--- config.mk ---
export PLATFORM = sky130hd
export DESIGN_NAME = frame_loader
export DESIGN_NICKNAME = d
export VERILOG_FILES = /design/src/rtl/frame_loader.sv
export SDC_FILE = /design/constraint.sdc
export NUM_CORES = 2
export LEC_CHECK = 0
export BUFFER_PORTS_ARGS = -buffer_cell sky130_fd_sc_hd__buf_2
export CAP_MARGIN = 20
export CORE_AREA = 2 2 317 319
export CTS_CLUSTER_DIAMETER = 150
export DETAILED_ROUTE_END_ITERATION = 8
export DIE_AREA = 0 0 319 321
export GPL_TIMING_DRIVEN = 0
export PLACE_DENSITY = 0.59
export SETUP_SLACK_MARGIN = 0.5
export SLEW_MARGIN = 40
export SYNTH_ARGS = -nofsm -noshare
export SYNTH_HDL_FRONTEND = slang
export SYNTH_SLANG_ARGS = --single-unit
--- constraint.sdc ---
create_clock -name clk -period 4.15 [get_ports clk]
set_input_delay 0.2075 -clock clk [delete_from_list [all_inputs] [get_ports clk]]
set_output_delay 0.2075 -clock clk [all_outputs]
set_load 0.05 [all_outputs]
--- src/rtl/frame_loader.sv ---
// Byte-serial frame loader: header + payload assembled into a 784-bit image or a layer command strobe.
// Optional trailer checksum when FRAME_LOADER_CHECKSUM_EN is defined.
module frame_loader #(
  parameter int unsigned PAYLOAD_IMG = 98,
  parameter int unsigned PAYLOAD_CMD = 30
) (
  input  logic         clk,
  input  logic         rst,
  input  logic [7:0]   in_data,
  input  logic         in_valid,
  output logic         in_ready,
  output logic [783:0] image,
  output logic         image_out_valid,
  input  logic         image_out_ready,
  output logic [1:0]   kernel_layer,
  output logic [1:0]   offset_layer,
  output logic [7:0]   err_count
);

  localparam int unsigned IMG_W = 784;
  localparam int unsigned MAX_P = (PAYLOAD_IMG > PAYLOAD_CMD) ? PAYLOAD_IMG : PAYLOAD_CMD;
  localparam int unsigned CNT_W = $clog2(MAX_P);

  localparam logic [1:0] KIND_IMG = 2'd0;
  localparam logic [1:0] KIND_KER = 2'd1;
  localparam logic [1:0] KIND_OFF = 2'd2;
  localparam logic [1:0] KIND_BAD = 2'd3;

  typedef enum logic [2:0] {
    IDLE,
    LOAD,
    ISSUE_IMG,
    ISSUE_CMD,
    DROP
`ifdef FRAME_LOADER_CHECKSUM_EN
    , CHECK
`endif
  } state_t;

  state_t             state_q, state_d;
  logic [CNT_W-1:0]   cnt_q, cnt_d;
  logic [1:0]         kind_q, kind_d;
  logic [1:0]         layer_q, layer_d;
  logic [IMG_W-1:0]   image_q, image_d;
  logic               in_ready_q, in_ready_d;
  logic               valid_q, valid_d;
  logic [1:0]         kl_q, kl_d;
  logic [1:0]         ol_q, ol_d;
  logic [7:0]         err_q, err_d;
`ifdef FRAME_LOADER_CHECKSUM_EN
  logic [7:0]         xor_q, xor_d;
`endif

  logic               accept;
  logic               err_inc;
  logic [CNT_W-1:0]   last_idx;
  state_t             issue_state;

  // Next-state, datapath and registered-output computation
  always_comb begin
    state_d    = state_q;
    cnt_d      = cnt_q;
    kind_d     = kind_q;
    layer_d    = layer_q;
    image_d    = image_q;
    err_inc    = 1'b0;
`ifdef FRAME_LOADER_CHECKSUM_EN
    xor_d      = xor_q;
`endif
    accept      = in_valid && in_ready_q;
    last_idx    = (kind_q == KIND_IMG) ? CNT_W'(PAYLOAD_IMG - 1) : CNT_W'(PAYLOAD_CMD - 1);
    issue_state = (kind_q == KIND_IMG) ? ISSUE_IMG : ISSUE_CMD;

    case (state_q)
      IDLE: begin
        if (accept) begin
          if ((in_data[1:0] == KIND_BAD) ||
              ((in_data[1:0] != KIND_IMG) && (in_data[3:2] == 2'd0))) begin
            err_inc = 1'b1;
          end else begin
            state_d = LOAD;
            cnt_d   = '0;
            kind_d  = in_data[1:0];
            layer_d = in_data[3:2];
            image_d = '0;
`ifdef FRAME_LOADER_CHECKSUM_EN
            xor_d   = '0;
`endif
          end
        end
      end
      LOAD: begin
        if (accept) begin
          image_d[{cnt_q, 3'b000} +: 8] = in_data;
`ifdef FRAME_LOADER_CHECKSUM_EN
          xor_d = xor_q ^ in_data;
`endif
          if (cnt_q == last_idx) begin
            cnt_d = '0;
`ifdef FRAME_LOADER_CHECKSUM_EN
            state_d = CHECK;
`else
            state_d = issue_state;
`endif
          end else begin
            cnt_d = cnt_q + 1'b1;
          end
        end
      end
`ifdef FRAME_LOADER_CHECKSUM_EN
      CHECK: begin
        if (accept) begin
          if (in_data == xor_q) begin
            state_d = issue_state;
          end else begin
            err_inc = 1'b1;
            state_d = IDLE;
          end
        end
      end
`endif
      ISSUE_IMG: if (image_out_ready) state_d = IDLE;
      ISSUE_CMD: state_d = IDLE;
      DROP:      state_d = IDLE;
      default:   state_d = IDLE;
    endcase

    err_d = (err_inc && (err_q != 8'hFF)) ? err_q + 8'd1 : err_q;

    // Outputs registered from the next state so strobes appear the cycle after the last byte
    in_ready_d = (state_d == IDLE) || (state_d == LOAD);
`ifdef FRAME_LOADER_CHECKSUM_EN
    if (state_d == CHECK) in_ready_d = 1'b1;
`endif
    valid_d = (state_d == ISSUE_IMG);
    kl_d    = ((state_d == ISSUE_CMD) && (kind_d == KIND_KER)) ? layer_d : 2'd0;
    ol_d    = ((state_d == ISSUE_CMD) && (kind_d == KIND_OFF)) ? layer_d : 2'd0;
  end

  always_ff @(posedge clk) begin
    if (rst) begin
      state_q    <= IDLE;
      cnt_q      <= '0;
      kind_q     <= KIND_IMG;
      layer_q    <= 2'd0;
      image_q    <= '0;
      in_ready_q <= 1'b0;
      valid_q    <= 1'b0;
      kl_q       <= 2'd0;
      ol_q       <= 2'd0;
      err_q      <= 8'd0;
`ifdef FRAME_LOADER_CHECKSUM_EN
      xor_q      <= 8'd0;
`endif
    end else begin
      state_q    <= state_d;
      cnt_q      <= cnt_d;
      kind_q     <= kind_d;
      layer_q    <= layer_d;
      image_q    <= image_d;
      in_ready_q <= in_ready_d;
      valid_q    <= valid_d;
      kl_q       <= kl_d;
      ol_q       <= ol_d;
      err_q      <= err_d;
`ifdef FRAME_LOADER_CHECKSUM_EN
      xor_q      <= xor_d;
`endif
    end
  end

  assign in_ready        = in_ready_q;
  assign image           = image_q;
  assign image_out_valid = valid_q;
  assign kernel_layer    = kl_q;
  assign offset_layer    = ol_q;
  assign err_count       = err_q;

endmodule

==> results.md <==
- Syn_nets: approximately 2500
- Per-cell routed wire length: around 31 um
- First-pass GRT wire length: a little over 200000 um
- Initial core utilization: about 28%
- P_leak: roughly 16 nW
- Req. time, crit path: 4730 ps
- Clock sinks: between 800 and 900
- DR vias/cell: about 5.4
- Overall routing resource usage: 28.0%
- Final Skew: 32.1 ps
- Synth top area share: 58.6%
- HP Start: in_valid
- CTS tree: built
- GPL Wtd Cong: between 0.9 and 1
- Die width: approximately 320 um
- Startpoint Class: flip-flop
- Mapped Avg Cell Area: about 11 um^2
- Fin nets: approximately 3500
- Vias in the first global route: 24900
- Sequential share of the synthesized area: 58.6%
- Pins over their slew limit: 0
- DP Area: between 30000 and 40000 um^2
- CP Launch Point: cnt_q[0]
- Flops & latches, synth: around 810
- EDFF count, synth: 0
- Max_slew headroom: just under 40%
- # DRC: 0
- H-tree Lvls: 3
- Worst slew pin tran: around 900 ps
- First-pass DRT Iterations: 6
- Clock tree root buffer cell: clkbuf_16
- Final Hold Vio Count: 0
- Setup TNS: 0 ps
- Die area: roughly 100000 um^2
- Die H: 321 um
- Prevailing post-synth register cell: dfxtp_1
- Synthesized area: approximately 28000 um^2
- Worst-path maximum fanout: 10
- Cell area after layout: 38200 um^2
- Vias: 26400
- I/O Pins: 810
- Period utilization: 88.9%
- Clk Latency, worst-skew pair: between 600 and 700 ps
- Routed Antenna Nets: 0
- WP data arrival: 4270 ps
- Status: complete, no violations
- Drt initial violations: around 2400
- Clk buf depth: 3
- Setup violators final: 0
- CP Capture Type: flip-flop
- Grt ovf: 0
- Syn. warnings: 0
- Kind of critical path: reg -> reg
- Ys async rst share: 0%
- Final worst path period need: about 3700 ps
- Initial antenna violation count: 10
- FILL cells: around 10000
- Num CTS Buffers: slightly below 90
- Max-cap violation count: 0
- Layout cell share with drive strength beyond 1: between 30% and 40%
- Hold Crit Class: in -> reg
- Synth top area cells: dfxtp_1 (59%), a22o_1 (13%), o2bb2ai_1 (5.8%)
- Row cnt: between 100 and 150
- Area delta synth->final: 37.4%
- FF-to-FF Start: cnt_q[0]
- Worst ir drop on vdd: 0.266 mV
- Post-DP HPWL: roughly 110000 um
- Storage cell area: about 16000 um^2
- Worst-path clk slew: approximately 60 ps
- Core Region: just under 100000 um^2
- Post-synth cell types: 74
- Post-Synthesis Cells: ~2500
- RSZ-0062 raised after global routing: yes
- Area occupied by multi-input gates: 11900 um^2
- Pwr dens: 432 nW/um^2
- Post-Route WL: ~150000 um
- Max Freq: between 200 and 300 MHz
- Pin count of the biggest net entering global routing: 14
- Yosys top cell by area: dfxtp_1
- Buffers added on ports: between 800 and 900
==> flip-flops by register name (all words and copies together), names as in the netlist <==
name             cells
kind_q               2
state_q              3
layer_q              2
cnt_q                7
err_count            8
in_ready             1
image              784
offset_layer         2
image_out_valid      1
kernel_layer         2
==> stage by stage <==
| stage | util, % | power, W | hold WS (ps) | cells | setup WS, ps |
|---|---|---|---|---|---|
| 2_1_floorplan | - | 0.00825 | 392 | 2530 | 1220 |
| 3_3_place_gp | 33.7 | 0.00854 | 427 | 4634 | -991 |
| 3_5_place_dp | 34.1 | 0.00856 | 431 | 4646 | -640 |
| 4_1_cts | 38.0 | 0.0166 | 81.2 | 4849 | 447 |
| 5_1_grt | 38.4 | 0.0169 | 138 | 4863 | 377 |
| 6_report | 38.4 | 0.0165 | 149 | 4864 | 461 |
==> power by group <==
| part | leakage (nW) | switching (W) | internal [W] |
|---|---|---|---|
| combinational | 8.41 | 0.000537 | 0.000100 |
| clock | 1.44 | 0.00340 | 0.00465 |
| sequential | 6.54 | 0.00000382 | 0.00780 |
| total | 16.4 | 0.00395 | 0.0125 |
==> worst max-delay path, stage by stage (launching register included) <==
cell        delay, ps
dfxtp_2           460
buf_4             270
clkinvlp_4        260
ha_1              270
buf_2             190
xnor2_2           340
a22o_4            270
nand3_2           240
clkbuf_4          350
nor2_2            180
buf_4             290
nand3_2           240
o2bb2ai_1         210
==> placed cells by master (no fill, tap or decap), types with 17 or more instances in the layout <==
| cell type | instances |
|---|---|
| buf_2 | 834 |
| dfxtp_1 | 811 |
| a22o_1 | 407 |
| o2bb2ai_1 | 184 |
| nor2_1 | 169 |
| nand2_1 | 107 |
| clkbuf_16 | 89 |
| nand3_1 | 82 |
| clkbuf_1 | 78 |
| a32o_1 | 61 |
| buf_4 | 55 |
| clkbuf_2 | 45 |
| nor2_4 | 41 |
| nor2_2 | 40 |
| o31ai_1 | 39 |
| a21oi_2 | 32 |
| o21ai_0 | 32 |
| a32oi_1 | 32 |
| nor3_1 | 24 |
| nand2_2 | 23 |
| a21oi_1 | 22 |
| o21ai_2 | 19 |
| clkbuf_8 | 17 |
==> logic make-up (layout without fill, tap and decap cells) <==
logic type	Yosys count	after routing	synth area share [%]
mux	5	5	0.180
simple gates	618	618	10.8
other cells	1	3	0.0135
xor+xnor	18	18	0.568
fa+ha+maj	7	7	0.315
compound gates	913	913	27.2
flops	812	812	58.6
buf+inv	156	1190	2.34
==> per-layer routing <==
metal | part of all wire, % | global-route usage (%) | vias up
li1 | - | - | 11700
met1 | 41 | 34.6 | 13300
met2 | 48 | 47.6 | 1218
met3 | 7.4 | 6.62 | 233
met4 | 3.4 | 9.70 | 2
met5 | 0.0074 | 0 | -
==> layout make-up <==
| class | count | share of cell area, % |
|---|---|---|
| clock inverter | 33 | 1.03 |
| tap | 1298 | 4.26 |
| multi-input combinational | 1562 | 31.1 |
| sequential | 812 | 42.6 |
| clock buffer | 126 | 6.65 |
| antenna | 2 | 0.0131 |
| buffer | 146 | 1.87 |
| inverter | 10 | 0.108 |
| timing repair buffer | 875 | 12.4 |
==> synth_stat cells (11+ instances only) <==
| cell type | count |
|---|---|
| nand3_1 | 91 |
| o2bb2ai_1 | 184 |
| nand4_1 | 15 |
| a21oi_1 | 49 |
| and2_1 | 13 |
| nor2_1 | 242 |
| o21ai_1 | 29 |
| a31oi_1 | 17 |
| nor2b_1 | 13 |
| a22o_1 | 408 |
| o31ai_1 | 39 |
| a32oi_1 | 32 |
| o21ai_0 | 34 |
| dfxtp_1 | 812 |
| a2bb2o_1 | 12 |
| buf_2 | 23 |
| a21oi_2 | 11 |
| clkbuf_1 | 109 |
| a32o_1 | 61 |
| nor3_1 | 38 |
| nor3_2 | 13 |
| nand2_1 | 130 |
==> timing repair <==
item	CTS	global route
endpoints found under the hold margin	1	0
gates resized for setup	153	92
pin swaps	27	7
buffers inserted	43	13
endpoints found under the setup margin	776	493
hold buffers	1	0
==> path summary, 6_finish.rpt <==
path,end,slack [ps],depth (start not counted)
worst min register to register,image[778],440,2
worst min-delay path,image_out_valid,150,5
worst max-delay path,image[110],460,12
worst max register to register,image[110],460,12
(Power assumes the default switching activity.)
